===== src/rtl/stack_cpu_controller.sv =====
// Multicycle Moore controller for the 8-bit stack processor datapath.
// Optional depth guard enabled by defining STACK_GUARD_EN.
module stack_cpu_controller #(
  parameter int STACK_DEPTH = 8
) (
  input  logic       clk,
  input  logic       rst,
  input  logic [2:0] opcode,
  output logic       pcWrite,
  output logic       pcWriteCond,
  output logic       pcSrc,
  output logic       IorD,
  output logic       memRead,
  output logic       memWrite,
  output logic       IRWrite,
  output logic       MtoS,
  output logic       ldA,
  output logic       ldB,
  output logic       srcA,
  output logic       srcB,
  output logic       push,
  output logic       pop,
  output logic       tos,
  output logic [1:0] ALUOp,
  output logic       instr_done,
  output logic       stk_err,
  output logic [3:0] state_dbg
);

  typedef enum logic [3:0] {
    S_RST    = 4'd0,  S_FETCH = 4'd1,  S_DECODE = 4'd2,  S_POPA  = 4'd3,
    S_POPB   = 4'd4,  S_EXEC  = 4'd5,  S_WBSTK  = 4'd6,  S_MEMRD = 4'd7,
    S_PUSHM  = 4'd8,  S_MEMWR = 4'd9,  S_JUMP   = 4'd10, S_TOSRD = 4'd11,
    S_BRZ    = 4'd12, S_HALT  = 4'd13
  } state_t;

  typedef enum logic [2:0] {
    OP_ADD = 3'd0, OP_SUB = 3'd1, OP_AND = 3'd2, OP_NOT = 3'd3,
    OP_PUSH = 3'd4, OP_POP = 3'd5, OP_JMP = 3'd6, OP_JZ = 3'd7
  } op_t;

  typedef struct packed {
    logic pcWrite, pcWriteCond, pcSrc, IorD, memRead, memWrite, IRWrite, MtoS;
    logic ldA, ldB, srcA, srcB, push, pop, tos;
    logic [1:0] ALUOp;
    logic instr_done;
  } ctl_t;

  state_t state, nxt;
  ctl_t   ctl;
  op_t    op;
  logic   guard_trip;

  assign op = op_t'(opcode);

  function automatic ctl_t decode(state_t s, logic [1:0] aluop);
    ctl_t c;
    c = '0;
    case (s)
      S_FETCH: begin
        c.memRead = 1'b1; c.IRWrite = 1'b1; c.srcA = 1'b1; c.srcB = 1'b1;
        c.pcWrite = 1'b1;
      end
      S_POPA:  begin c.pop = 1'b1; c.ldA = 1'b1; end
      S_POPB:  begin c.pop = 1'b1; c.ldB = 1'b1; end
      S_EXEC:  c.ALUOp = aluop;
      S_WBSTK: begin c.push = 1'b1; c.instr_done = 1'b1; end
      S_MEMRD: begin c.IorD = 1'b1; c.memRead = 1'b1; end
      S_PUSHM: begin c.MtoS = 1'b1; c.push = 1'b1; c.instr_done = 1'b1; end
      S_MEMWR: begin c.IorD = 1'b1; c.memWrite = 1'b1; c.instr_done = 1'b1; end
      S_JUMP:  begin c.pcWrite = 1'b1; c.pcSrc = 1'b1; c.instr_done = 1'b1; end
      S_TOSRD: c.tos = 1'b1;
      S_BRZ:   begin c.pcWriteCond = 1'b1; c.pcSrc = 1'b1; c.instr_done = 1'b1; end
      default: c = '0;
    endcase
    return c;
  endfunction

  always_comb begin
    nxt = S_RST;
    case (state)
      S_RST:    nxt = S_FETCH;
      S_FETCH:  nxt = S_DECODE;
      S_DECODE: begin
        if (guard_trip) nxt = S_HALT;
        else begin
          case (op)
            OP_PUSH: nxt = S_MEMRD;
            OP_JMP:  nxt = S_JUMP;
            OP_JZ:   nxt = S_TOSRD;
            default: nxt = S_POPA;
          endcase
        end
      end
      S_POPA: begin
        case (op)
          OP_NOT:  nxt = S_EXEC;
          OP_POP:  nxt = S_MEMWR;
          default: nxt = S_POPB;
        endcase
      end
      S_POPB:  nxt = S_EXEC;
      S_EXEC:  nxt = S_WBSTK;
      S_MEMRD: nxt = S_PUSHM;
      S_TOSRD: nxt = S_BRZ;
      S_WBSTK, S_PUSHM, S_MEMWR, S_JUMP, S_BRZ: nxt = S_FETCH;
      S_HALT:  nxt = S_HALT;
      default: nxt = S_RST;
    endcase
  end

  // Strobes are registered from the next state so they line up with the state register.
  always_ff @(posedge clk) begin
    if (rst) begin
      state <= S_RST;
      ctl   <= '0;
    end else begin
      state <= nxt;
      ctl   <= decode(nxt, opcode[1:0]);
    end
  end

`ifdef STACK_GUARD_EN
  localparam int DW = $clog2(STACK_DEPTH + 1);

  logic [DW-1:0] depth;
  logic          err_q;

  always_comb begin
    guard_trip = 1'b0;
    if (state == S_DECODE) begin
      case (op)
        OP_ADD, OP_SUB, OP_AND: guard_trip = (depth < DW'(2));
        OP_NOT, OP_POP, OP_JZ:  guard_trip = (depth == '0);
        OP_PUSH:                guard_trip = (depth == DW'(STACK_DEPTH));
        default:                guard_trip = 1'b0;
      endcase
    end
  end

  always_ff @(posedge clk) begin
    if (rst) begin
      depth <= '0;
      err_q <= 1'b0;
    end else begin
      if (ctl.push && !ctl.pop && depth != DW'(STACK_DEPTH)) depth <= depth + DW'(1);
      else if (ctl.pop && !ctl.push && depth != '0)          depth <= depth - DW'(1);
      if (guard_trip) err_q <= 1'b1;
    end
  end

  assign stk_err = err_q;
`else
  assign guard_trip = 1'b0;
  assign stk_err    = 1'b0;
`endif

  assign pcWrite     = ctl.pcWrite;
  assign pcWriteCond = ctl.pcWriteCond;
  assign pcSrc       = ctl.pcSrc;
  assign IorD        = ctl.IorD;
  assign memRead     = ctl.memRead;
  assign memWrite    = ctl.memWrite;
  assign IRWrite     = ctl.IRWrite;
  assign MtoS        = ctl.MtoS;
  assign ldA         = ctl.ldA;
  assign ldB         = ctl.ldB;
  assign srcA        = ctl.srcA;
  assign srcB        = ctl.srcB;
  assign push        = ctl.push;
  assign pop         = ctl.pop;
  assign tos         = ctl.tos;
  assign ALUOp       = ctl.ALUOp;
  assign instr_done  = ctl.instr_done;
  assign state_dbg   = state;

endmodule


===== config.mk =====
export PLATFORM = sky130hd
export DESIGN_NAME = stack_cpu_controller
export DESIGN_NICKNAME = d
export VERILOG_FILES = /design/src/rtl/stack_cpu_controller.sv
export SDC_FILE = /design/constraint.sdc
export NUM_CORES = 1
export LEC_CHECK = 0
export CORE_UTILIZATION = 40
export DETAILED_ROUTE_END_ITERATION = 10
export GPL_TIMING_DRIVEN = 0
export PLACE_DENSITY = 0.74
export SLEW_MARGIN = 20
export SYNTH_ARGS = -nofsm -noshare
export SYNTH_HDL_FRONTEND = slang
export SYNTH_SLANG_ARGS = --single-unit

===== constraint.sdc =====
create_clock -name clk -period 1.9 [get_ports clk]
set_clock_uncertainty 0.15 [all_clocks]
set_input_delay 0.38 -clock clk [delete_from_list [all_inputs] [get_ports clk]]
set_output_delay 0.38 -clock clk [all_outputs]
set_load 0.02 [all_outputs]

## Yosys cells after proc, flatten, opt, wreduce, memory -nomap -nowiden

Cells that the tools add are included.

- Register bits: 22
- Input bits: 5
- Output and inout port bits: 23
- Logic and storage cells: 76

- Reductions and logical operators: 10
- Equality and inequality tests: 29
- Bitwise operators: 1
- Multiplexer cells: 18

Operators by type and width:

| kind | number |
|---|---|
| $eq 4x4->1 const B | 11 |
| $pmux 4 s9 | 1 |
| $eq 4x3->1 const B | 8 |
| $mux 1 | 14 |
| $reduce_or 2->1 | 7 |
| $eq 3x3->1 const B | 4 |
| $eq 4x2->1 const B | 3 |
| $pmux 4 s3 | 1 |
| $eq 4x1->1 const B | 2 |
| $pmux 4 s2 | 1 |
| $reduce_or 6->1 | 1 |
| $reduce_or 5->1 | 1 |
| $logic_not 4->1 | 1 |
| $eq 3x2->1 const B | 1 |
| $mux 2 | 1 |
| $not 1->1 | 1 |

## Depth between registers and ports, before layout

Gate-level depths: netlist of the first run.

- Depth after elaboration: 6
- Mapped depth: 6
- Mapped depth without buffers: 6

## Worst setup path after synthesis of the first run

Ideal clock, no wire load.

- Kind: register -> register
- Start point: register state[1] (netlist: state_dbg[1])
- End point: register ctl, in the netlist pcSrc
- Path slack: -0.143 ns
- Setup time: 0.065 ns
- Stages on the path, launching flop included: 6
- Arrival time: 1.829 ns
- Period minus slack after synthesis: 2.043 ns
- Cells stage by stage: dfxtp_1 -> nor4b_4 -> or3b_1 -> a32o_2 -> or3_4 -> nor2_1

- Longest elaborated chain between the ends: 6

RTL lines:

| what | RTL line | RTL |
|---|---|---|
| start, declared | 49 | `state_t state, nxt;` |
| start signal, assigned | 118 | `state <= nxt;` |
| $eq 4x3->1, or another cell as far along | 81 | `case (state)` |
| $reduce_or 6->1 (no source line) | n/a |  |
| $pmux 4 s9 * | 81 |  |
| $eq 4x4->1 | 59 | `case (s)` |
| $reduce_or 2->1 (no source line) * | n/a |  |
| $mux 1 * | 59 |  |
| end signal, assigned | 119 | `ctl <= decode(nxt, opcode[1:0]);` |
| end, declared | 50 | `ctl_t ctl;` |

Mark *: on every way between the ends. The rest lies on a longest branch, timed or not.
A chain may end at the register's enable or synchronous reset.

## Worst setup path after layout of the first run

- Start point: register state[0] (netlist: state_dbg[0])
- End point: register ctl, in the netlist pcWriteCond

- Longest elaborated chain between the ends: 5

RTL lines:

| what | RTL line |
|---|---|
| $eq 4x3->1, or another cell as far along | 81 |
| $reduce_or 6->1 (no source line) | n/a |
| $pmux 4 s9 * | 81 |
| $eq 4x4->1 * | 59 |
| $mux 1 * | 59 |

Marks and branches as above.

==> results.sh, run 1 <==
export IMPL_timing_final_crit_share_pct=106
export IMPL_crit_path_start_kind="flip-flop"
export IMPL_p_seq_share_pct=44.0
export IMPL_hold_viol=0
export IMPL_finalSetupViolCount=9
export IMPL_via_count=837
export IMPL_p_leak_nw=0.558
export IMPL_critical_path_class="flip-flop to flip-flop"
export IMPL_r2r_slack_ns=-0.11
export IMPL_worstPathMaxFanout=5
export IMPL_drive_gt1_share_pct=26.7
export IMPL_cts_tree="yes"
export IMPL_port_buffers=25
export IMPL_reg2reg_depth=5
export IMPL_gr_usage_all_layers_pct=18.3
export IMPL_utilization_pct=65.1
export IMPL_antenna_found_initial=0
export IMPL_die_area_sq_um=2370
export IMPL_crit_path_start="state_dbg[0]$_SDFF_PP0_"
export IMPL_cp_arrival_ns=2.12
export IMPL_final_cell_mix="19 x clkdlybuf4s50_1, 17 x dfxtp_1, 11 x nor2_1, 11 x buf_4, 6 x a21oi_1"
export IMPL_via_per_inst=5.17
export IMPL_cts_root_buf="clkbuf_4"
export IMPL_finalCriticalPeriod_ns=2.01
export IMPL_area_delta_synth_final_pct=49.7
export IMPL_grt_overflow=0
export IMPL_slew_viol_final=0
export IMPL_hp_class="input port to flip-flop"
export IMPL_totalWireLength_microns=2140
export IMPL_drc_errors=0
export IMPL_h_tree_depth=1
export IMPL_synth_cell_types=31
export IMPL_finalSetupTns_ns=-0.830
export IMPL_synthCells=98
export IMPL_dieHeight_microns=48.7
export IMPL_dp_cells=150
export IMPL_violations="negative setup slack"
export IMPL_diodes=0
export IMPL_setup_ws_ns=-0.114
export IMPL_core_sq_um=2000
export IMPL_drt_iter0_drc=25
export IMPL_p_per_area_nw_per_um2=797
export IMPL_p_total_mw=1.04
export IMPL_grt_setup_unrepaired="yes"
export IMPL_firstDrtPassIters=4
export IMPL_clock_sinks=20
export IMPL_yosysTopAreaCell="dfxtp_1"
export IMPL_grt_pass1_wl_microns=3280
export IMPL_required_ns=2.00
export IMPL_yosysWarnings=0
export IMPL_worstSetupEndpoint="pcWriteCond$_SDFF_PP0_"
export IMPL_die_w_microns=48.7
export IMPL_final_common_cell="clkdlybuf4s50_1"
export IMPL_irDropWorstVdd_uv=484
export IMPL_rr_startpoint="state_dbg[0]$_SDFF_PP0_"
export IMPL_end_kind="flip-flop"
export IMPL_outcome="complete, but fails checks"
export IMPL_rows=16
export IMPL_detail_route_antenna_nets=0
export IMPL_drv_cap=0
export IMPL_yosys_top_cells_area="dfxtp_1 46%, nor2_1 4.7%, a21oi_1 4.0%, nand2b_1 3.6%, nor4b_4 2.7%"
export IMPL_place_ws_ns=-0.516
export IMPL_gp_congestion=0.840
export IMPL_grt_max_degree=13
export IMPL_comb_power_share_pct=27.3
export IMPL_synth_area_per_cell_sq_um=8.89
export IMPL_start_util_pct=43.5
export IMPL_ys_seq_area_share_pct=46.0
export IMPL_syn_nets=103
export IMPL_fmax_ghz=0.497
export IMPL_timing_rr_end="pcWriteCond$_SDFF_PP0_"
export IMPL_p_switching_uw=303
export IMPL_intPower_uw=737
export IMPL_clockBufferDepth=2
export IMPL_cts_buffers=3
export IMPL_clock_latency_ns=0.31
export IMPL_nets=141
export IMPL_synthesis_area_sq_um=871
export IMPL_ctsHoldBuffers=0
export IMPL_swShare_pct=29.1
export IMPL_ys_ff_latch=20
export IMPL_synth_top_area_share_pct=46.0
export IMPL_clkSlewWorstSetupHoldPaths_ns=0.12
export IMPL_hpwl_microns=1410
export IMPL_finalNonFillerCells=162
export IMPL_grt_pass1_vias=766
export IMPL_clkPwrFrac_pct=28.7
export IMPL_wire_per_inst_microns=13.2
export IMPL_io_pins=28
[critical path: stages, from the launching register on]
cell     delay, ns
dfxtp_2       0.36
nor4b_4       0.28
or3b_4        0.41
a32o_2        0.31
or3_4         0.35
nor2_1        0.09
[state kept, by name, indices dropped and copies added (netlist names)]
name         cells
state_dbg        4
ALUOp            2
IRWrite          1
IorD             1
MtoS             1
instr_done       1
ldA              1
ldB              1
memRead          1
memWrite         1
pcSrc            1
pcWrite          1
pcWriteCond      1
pop              1
push             1
tos              1
[metrics by stage]
stage	hold WS, ns	instance area, sq um
2_1_floorplan	0.383	877
3_3_place_gp	0.478	1160
3_5_place_dp	0.477	1160
4_1_cts	0.266	1270
5_1_grt	0.302	1300
6_report	0.266	1300
[power groups by stage]
stage	Sequential (mW)	Clock [mW]	Combinational (mW)
2_1_floorplan	0.492	0	0.130
6_report	0.457	0.299	0.284
4_1_cts	0.456	0.296	0.263
3_3_place_gp	0.466	0	0.238
3_5_place_dp	0.467	0	0.242
5_1_grt	0.459	0.315	0.303
[worst min path at each step]
stage / from / end / cells past startpoint
after floorplan: opcode[0] / ALUOp[0]$_SDFF_PP0_ / 1
after global routing: rst / state_dbg[2]$_SDFF_PP0_ / 2
after global placement: state_dbg[0]$_SDFF_PP0_ / tos$_SDFF_PP0_ / 3
after detailed placement: state_dbg[0]$_SDFF_PP0_ / tos$_SDFF_PP0_ / 3
final: rst / state_dbg[2]$_SDFF_PP0_ / 2
after CTS: rst / state_dbg[2]$_SDFF_PP0_ / 2
[synthesized netlist by cell type (all sizes together)]
library cell	n
dfxtp	20
nor2	11
a21oi	7
clkbuf	5
nand2b	5
inv	4
nand2	4
nand3	4
nor3	4
and3	3
buf	3
nor3b	3
o21ai	3
a21o	2
a31o	2
and2	2
or3b	2
xnor2	2
a32o	1
and3b	1
conb	1
maj3	1
nand3b	1
nor4b	1
o221ai	1
o22ai	1
o31a	1
o41ai	1
or2	1
or3	1
[final cells by class]
| class | instances | area (sq um) |
|---|---|---|
| Multi-Input combinational cell | 66 | 445 |
| Tap cell | 27 | 33.8 |
| Clock buffer | 4 | 47.5 |
| Inverter | 4 | 15.0 |
| Buffer | 8 | 48.8 |
| Sequential cell | 20 | 407 |
| Fill cell | 164 | 698 |
| Timing Repair Buffer | 33 | 307 |
[logic make-up (layout without fill, tap and decap cells)]
logic type                 after synthesis  after routing  share of synthesized area (%)
DFF                                     20             20                           46.0
buffers and inverters                   12             49                           6.47
and+or+nand+nor                         43             43                           29.5
xor gates and xnor gates                 2              2                           2.01
other                                    1              1                          0.431
AOI/OAI and AO/OA                       19             19                           14.5
adders and majority gates                1              1                           1.15
[per-layer routing]
metal  track usage, %  part of all wire [%]  vias up
met5                0                     0        -
met4             10.3                   2.4        0
met2             31.7                    48       39
li1                 -                     -      408
met3             2.52                   5.4        7
met1             21.4                    45      383
[timing repair]
item,CTS,global route
resized for setup,13,6
setup buffers,6,2
hold endpoints to repair,0,0
endpoints found under the setup margin,18,16
gates cloned,0,0
pin swaps,3,2
Note: power is estimated with default switching activity, not from simulation.
==> run 2, diff against run 1 <==
--- a/config.mk
+++ b/config.mk
@@ -7,6 +7,7 @@
 export LEC_CHECK = 0
-export CORE_UTILIZATION = 40
+export CORE_UTILIZATION = 45
 export DETAILED_ROUTE_END_ITERATION = 10
+export DONT_BUFFER_PORTS = 1
 export GPL_TIMING_DRIVEN = 0
-export PLACE_DENSITY = 0.74
+export PLACE_DENSITY = 0.58
 export SLEW_MARGIN = 20
==> constraint.sdc (replaced) <==
create_clock -name clk -period 1.9 [get_ports clk]
set_clock_uncertainty 0.15 [all_clocks]
set_input_delay 0.475 -clock clk [delete_from_list [all_inputs] [get_ports clk]]
set_output_delay 0.475 -clock clk [all_outputs]
set_load 0.02 [all_outputs]
==> run 2 against run 1 <==
The flow still finishes with violations (negative setup slack); sequential power up 6.6%; non-clock buffer count shrank 26; sequential share of layout area rose by 8.0 points; global-route usage rose by 0.34 points; critical endpoint is now ALUOp[0]$_SDFF_PP0_; highest routed layer is now met3.
==> results.sh, run 2 (same netlist as run 1, synthesis figures left out) <==
export IMPL_rows=15
export IMPL_totalWireLength_microns=1780
export IMPL_gr_usage_all_layers_pct=18.6
export IMPL_grt_pass1_vias=606
export IMPL_gp_congestion=0.816
export IMPL_fillers=181
export IMPL_intPower_uw=613
export IMPL_multi_input_area_sq_um=462
export IMPL_grt_setup_unrepaired="yes"
export IMPL_rr_startpoint="state_dbg[2]$_SDFF_PP0_"
export IMPL_h_tree_depth=1
export IMPL_detail_route_antenna_nets=0
export IMPL_slowest_stage="dfxtp_4"
export IMPL_r2r_slack_ns=-0.16
export IMPL_setup_ws_ns=-0.156
export IMPL_clkPwrFrac_pct=22.1
export IMPL_nets=115
export IMPL_diodes=0
export IMPL_required_ns=1.94
export IMPL_io_pins=28
export IMPL_fmax_ghz=0.486
export IMPL_place_ws_ns=-0.210
export IMPL_cts_tree="yes"
export IMPL_drc_errors=0
export IMPL_dp_cells=123
export IMPL_cts_buffers=3
export IMPL_firstDrtPassIters=4
export IMPL_via_count=713
export IMPL_hold_viol=0
export IMPL_grt_max_degree=12
export IMPL_hp_start="opcode[0]"
export IMPL_hp_class="input port to flip-flop"
export IMPL_slew_viol_final=0
export IMPL_timing_final_crit_share_pct=108
export IMPL_timing_rr_end="ALUOp[0]$_SDFF_PP0_"
export IMPL_worstPathMaxFanout=6
export IMPL_p_leak_nw=0.426
export IMPL_grt_pass1_wl_microns=2820
export IMPL_swShare_pct=30.0
export IMPL_p_per_area_nw_per_um2=832
export IMPL_die_w_microns=46.0
export IMPL_area_delta_synth_final_pct=20.8
export IMPL_largest_reg_flops=4
export IMPL_outcome="complete, but fails checks"
export IMPL_path_buf_inv=2
export IMPL_p_switching_uw=263
export IMPL_clockBufferDepth=2
export IMPL_start_util_pct=49.4
export IMPL_crit_path_start_kind="flip-flop"
export IMPL_clock_latency_ns=0.29
export IMPL_clock_sinks=20
export IMPL_grt_overflow=0
export IMPL_port_buffers=0
export IMPL_finalNonFillerCells=134
export IMPL_p_seq_share_pct=55.6
export IMPL_clkSlewWorstSetupHoldPaths_ns=0.10
export IMPL_critPathMaxStageDelay_ns=0.41
export IMPL_final_common_cell="dfxtp_1"
export IMPL_seqCellArea_sq_um=413
export IMPL_wire_per_inst_microns=13.2
export IMPL_final_cell_mix="16 x dfxtp_1, 9 x nor2_1, 9 x buf_4"
export IMPL_violations="negative setup slack"
export IMPL_min_to="ALUOp[0]$_SDFF_PP0_"
export IMPL_cp_depth=7
export IMPL_reg2reg_depth=7
export IMPL_drv_cap=0
export IMPL_dieHeight_microns=46.0
export IMPL_die_area_sq_um=2120
export IMPL_cp_top_family="simple AND/OR/NAND/NOR gates"
export IMPL_via_per_inst=5.32
export IMPL_path_cells="nor4b_4 -> or3b_4 -> a32o_2 -> buf_4 -> nand2b_4 -> inv_4 -> and3_1"
export IMPL_drt_iter0_drc=10
export IMPL_irDropWorstVdd_uv=559
export IMPL_comb_power_share_pct=22.3
export IMPL_cp_arrival_ns=2.09
export IMPL_finalSetupViolCount=14
export IMPL_finalCriticalPeriod_ns=2.06
export IMPL_critical_path_class="flip-flop to flip-flop"
export IMPL_core_sq_um=1760
export IMPL_holdPathStages=1
export IMPL_end_kind="flip-flop"
export IMPL_hpwl_microns=1270
export IMPL_cts_root_buf="clkbuf_4"
export IMPL_antenna_found_initial=0
export IMPL_drive_gt1_share_pct=35.8
run 2: cell types whose count changed in the layout (fill, tap and decap cells not counted), moves of 2 or more:
| cell | change |
|---|---|
| buf_4 | -2 |
| clkdlybuf4s50_1 | -19 |
| nor2_1 | -2 |
| dlygate4sd2_1 | -5 |
| nor2_2 | +2 |
| dfxtp_4 | +2 |
run 2: what timing repair did:
action / 4_1_cts / 5_1_grt
gates resized for setup: 10 / 13
pin swaps: 2 / 2
setup buffers: 4 / 3
setup endpoints to repair: 17 / 17
cloned: 0 / 0
hold buffers: 0 / 0
run 2: how the worst max path moves through the flow:
stage                             end               startpoint  slack, ns
6_report          ALUOp[0]$_SDFF_PP0_  state_dbg[2]$_SDFF_PP0_      -0.16
5_1_grt        pcWriteCond$_SDFF_PP0_  state_dbg[2]$_SDFF_PP0_      -0.21
4_1_cts               MtoS$_SDFF_PP0_  state_dbg[2]$_SDFF_PP0_      -0.17
3_5_place_dp    instr_done$_SDFF_PP0_  state_dbg[3]$_SDFF_PP0_      -0.21
3_3_place_gp   pcWriteCond$_SDFF_PP0_  state_dbg[3]$_SDFF_PP0_      -0.19
2_1_floorplan  pcWriteCond$_SDFF_PP0_  state_dbg[2]$_SDFF_PP0_      -0.04
run 2: layer usage:
metal	vias to the layer above	part of all wire, %	track usage, %	wire (microns)
li1	355	-	-	-
met1	330	44	25.3	779
met2	28	48	28.5	860
met3	0	7.6	6.35	135
met4	0	0	3.53	0
met5	-	0	0	0
run 2: layout make-up:
type                    instances  share of cell area, %
inverters                       4                   1.66
clock buffers                   4                   2.50
plain buffers                   8                   4.40
multi-input cells              66                   43.9
repair buffers                  7                   5.35
flip-flops and latches         20                   39.2
well taps                      25                   2.97
run 2: stage by stage:
step | setup TNS, ns | total power, mW | instance area (sq um) | util (%) | hold slack [ns]
detailed placement | -2.20 | 0.653 | 908 | 51.5 | 0.483
floorplan | -0.125 | 0.622 | 877 | - | 0.478
global placement | -2.12 | 0.651 | 908 | 51.5 | 0.484
CTS | -1.37 | 0.865 | 997 | 56.5 | 0.182
finish | -1.50 | 0.876 | 1050 | 59.6 | 0.194
global route | -2.33 | 0.924 | 1050 | 59.6 | 0.181
run 2: power by group through the flow:
stage,Clock [mW],Sequential (mW),Combinational (mW)
2_1_floorplan,0,0.492,0.130
3_3_place_gp,0,0.497,0.154
3_5_place_dp,0,0.497,0.156
4_1_cts,0.201,0.487,0.177
5_1_grt,0.218,0.491,0.215
6_report,0.193,0.487,0.195
==> run 3, diff against run 2 <==
PLACE_DENSITY = 0.56   (was 0.58)
clock period = 2.5 ns   (was 1.9 ns; I/O delays follow)
==> run 3 against run 2 <==
The run now ends clean; hold slack improved by 0.13 ns; largest power group unchanged; setup slack improved by 0.40 ns; sequential power fell by 24%; largest cell class unchanged; non-clock buffer count fell by 7; via count fell by 3.5%.
==> results.sh, run 3 (same netlist as run 1, synthesis figures left out) <==
export IMPL_slowest_stage="dfxtp_1"
export IMPL_grt_max_degree=12
export IMPL_finalSetupTns_ns=0
export IMPL_finalSetupViolCount=0
export IMPL_intPower_uw=473
export IMPL_final_cell_mix="20 x dfxtp_1, 11 x nor2_1, 7 x a21oi_1"
export IMPL_cts_buffers=3
export IMPL_largest_reg_flops=4
export IMPL_r2r_slack_ns=0.24
export IMPL_comb_power_share_pct=17.9
export IMPL_p_seq_share_pct=55.4
export IMPL_finalCriticalPeriod_ns=2.26
export IMPL_drc_errors=0
export IMPL_gp_congestion=0.825
export IMPL_totalWireLength_microns=1670
export IMPL_drive_gt1_share_pct=13.7
export IMPL_die_w_microns=46.0
export IMPL_port_buffers=0
export IMPL_timing_final_crit_share_pct=90.3
export IMPL_cp_top_family="simple AND/OR/NAND/NOR gates"
export IMPL_worstPathMaxFanout=7
export IMPL_clkSlewWorstSetupHoldPaths_ns=0.10
export IMPL_grt_pass1_vias=570
export IMPL_utilization_pct=53.2
export IMPL_outcome="finished clean"
export IMPL_cts_root_buf="clkbuf_4"
export IMPL_slew_viol_final=0
export IMPL_cts_tree="yes"
export IMPL_post_cts_buffers=0
export IMPL_setup_ws_ns=0.243
export IMPL_hp_class="input port to flip-flop"
export IMPL_clockBufferDepth=2
export IMPL_start_util_pct=49.4
export IMPL_cp_arrival_ns=2.30
export IMPL_clkPwrFrac_pct=26.7
export IMPL_wire_per_inst_microns=13.2
export IMPL_detail_route_antenna_nets=0
export IMPL_nets=108
export IMPL_critical_path_class="flip-flop to flip-flop"
export IMPL_grt_overflow=0
export IMPL_end_kind="flip-flop"
export IMPL_relSlewSlack_pct=60.4
export IMPL_irDropWorstVdd_uv=397
export IMPL_final_common_cell="dfxtp_1"
export IMPL_drt_iter0_drc=21
export IMPL_crit_path_start_kind="flip-flop"
export IMPL_drv_cap=0
export IMPL_via_per_inst=5.42
export IMPL_die_area_sq_um=2120
export IMPL_via_count=688
export IMPL_clock_sinks=20
export IMPL_grt_pass1_wl_microns=2750
export IMPL_rows=15
export IMPL_hpwl_microns=1240
export IMPL_worst_slew_pin_slew_ns=0.593
export IMPL_path_cells="nor4b_4 -> or3b_1 -> a32o_2 -> nand2b_1 -> inv_1 -> and3_1"
export IMPL_antenna_found_initial=0
export IMPL_clock_latency_ns=0.29
export IMPL_io_pins=28
export IMPL_critPathMaxStageDelay_ns=0.53
export IMPL_fmax_ghz=0.443
export IMPL_place_ws_ns=0.250
export IMPL_h_tree_depth=1
export IMPL_hold_viol=0
export IMPL_ctsHoldBuffers=0
export IMPL_p_per_area_nw_per_um2=709
export IMPL_path_buf_inv=1
export IMPL_gr_usage_all_layers_pct=18.5
export IMPL_required_ns=2.54
export IMPL_dieHeight_microns=46.0
export IMPL_p_switching_uw=192
export IMPL_fillers=179
export IMPL_diodes=0
export IMPL_p_leak_nw=0.371
export IMPL_core_sq_um=1760
export IMPL_area_delta_synth_final_pct=7.76
export IMPL_swShare_pct=28.9
export IMPL_cts_repair_resized=0
export IMPL_grt_setup_unrepaired="no"
export IMPL_firstDrtPassIters=4
[run 3: cell types whose count changed in the layout (fill, tap and decap cells not counted), sizes merged]
cell  previous run  this run
buf             10         3
[run 3: path summary, 6_finish.rpt]
kind / start / endpoint / cells past startpoint
worst max-delay path: state_dbg[1]$_SDFF_PP0_ / ALUOp[1]$_SDFF_PP0_ / 6
worst min-delay path: opcode[0] / ALUOp[0]$_SDFF_PP0_ / 1
worst min register to register: state_dbg[1]$_SDFF_PP0_ / tos$_SDFF_PP0_ / 3
worst max register to register: state_dbg[1]$_SDFF_PP0_ / ALUOp[1]$_SDFF_PP0_ / 6
[run 3: per-layer routing]
metal	track usage [%]	share of wire (%)	vias to the layer above
li1	-	-	340
met2	26.5	46	25
met1	26.1	48	321
met5	0	0	-
met4	3.53	0.54	0
met3	7.14	5.0	2
[run 3: worst reg2reg max path, stage by stage (launching register included)]
cell,delay [ns]
dfxtp_1,0.53
nor4b_4,0.29
or3b_1,0.41
a32o_2,0.34
nand2b_1,0.18
inv_1,0.11
and3_1,0.17
[run 3: stage by stage]
stage                     hold WS, ns  std cells  cell area [sq um]  total power [mW]
after global placement          0.627        123                902             0.494
final                           0.325        127                938             0.665
after floorplan                 0.573         98                871             0.472
after detailed placement        0.625        123                902             0.495
after CTS                       0.316        127                938             0.671
after global routing            0.301        127                938             0.706
[run 3: area by class of cell]
class / count / area, sq um / share of cell area [%]
multi-input cells: 66 / 414 / 44.1
clock buffers: 4 / 36.3 / 3.87
inverters: 4 / 15.0 / 1.60
well taps: 25 / 31.3 / 3.33
flip-flops and latches: 20 / 400 / 42.7
plain buffers: 8 / 41.3 / 4.40
[run 3: power groups by stage]
stage          combinational, mW  sequential [mW]  clock (mW)
4_1_cts                    0.119            0.369       0.183
2_1_floorplan             0.0988            0.373           0
5_1_grt                    0.132            0.372       0.202
3_5_place_dp               0.119            0.376           0
6_report                   0.119            0.369       0.177
3_3_place_gp               0.118            0.376           0
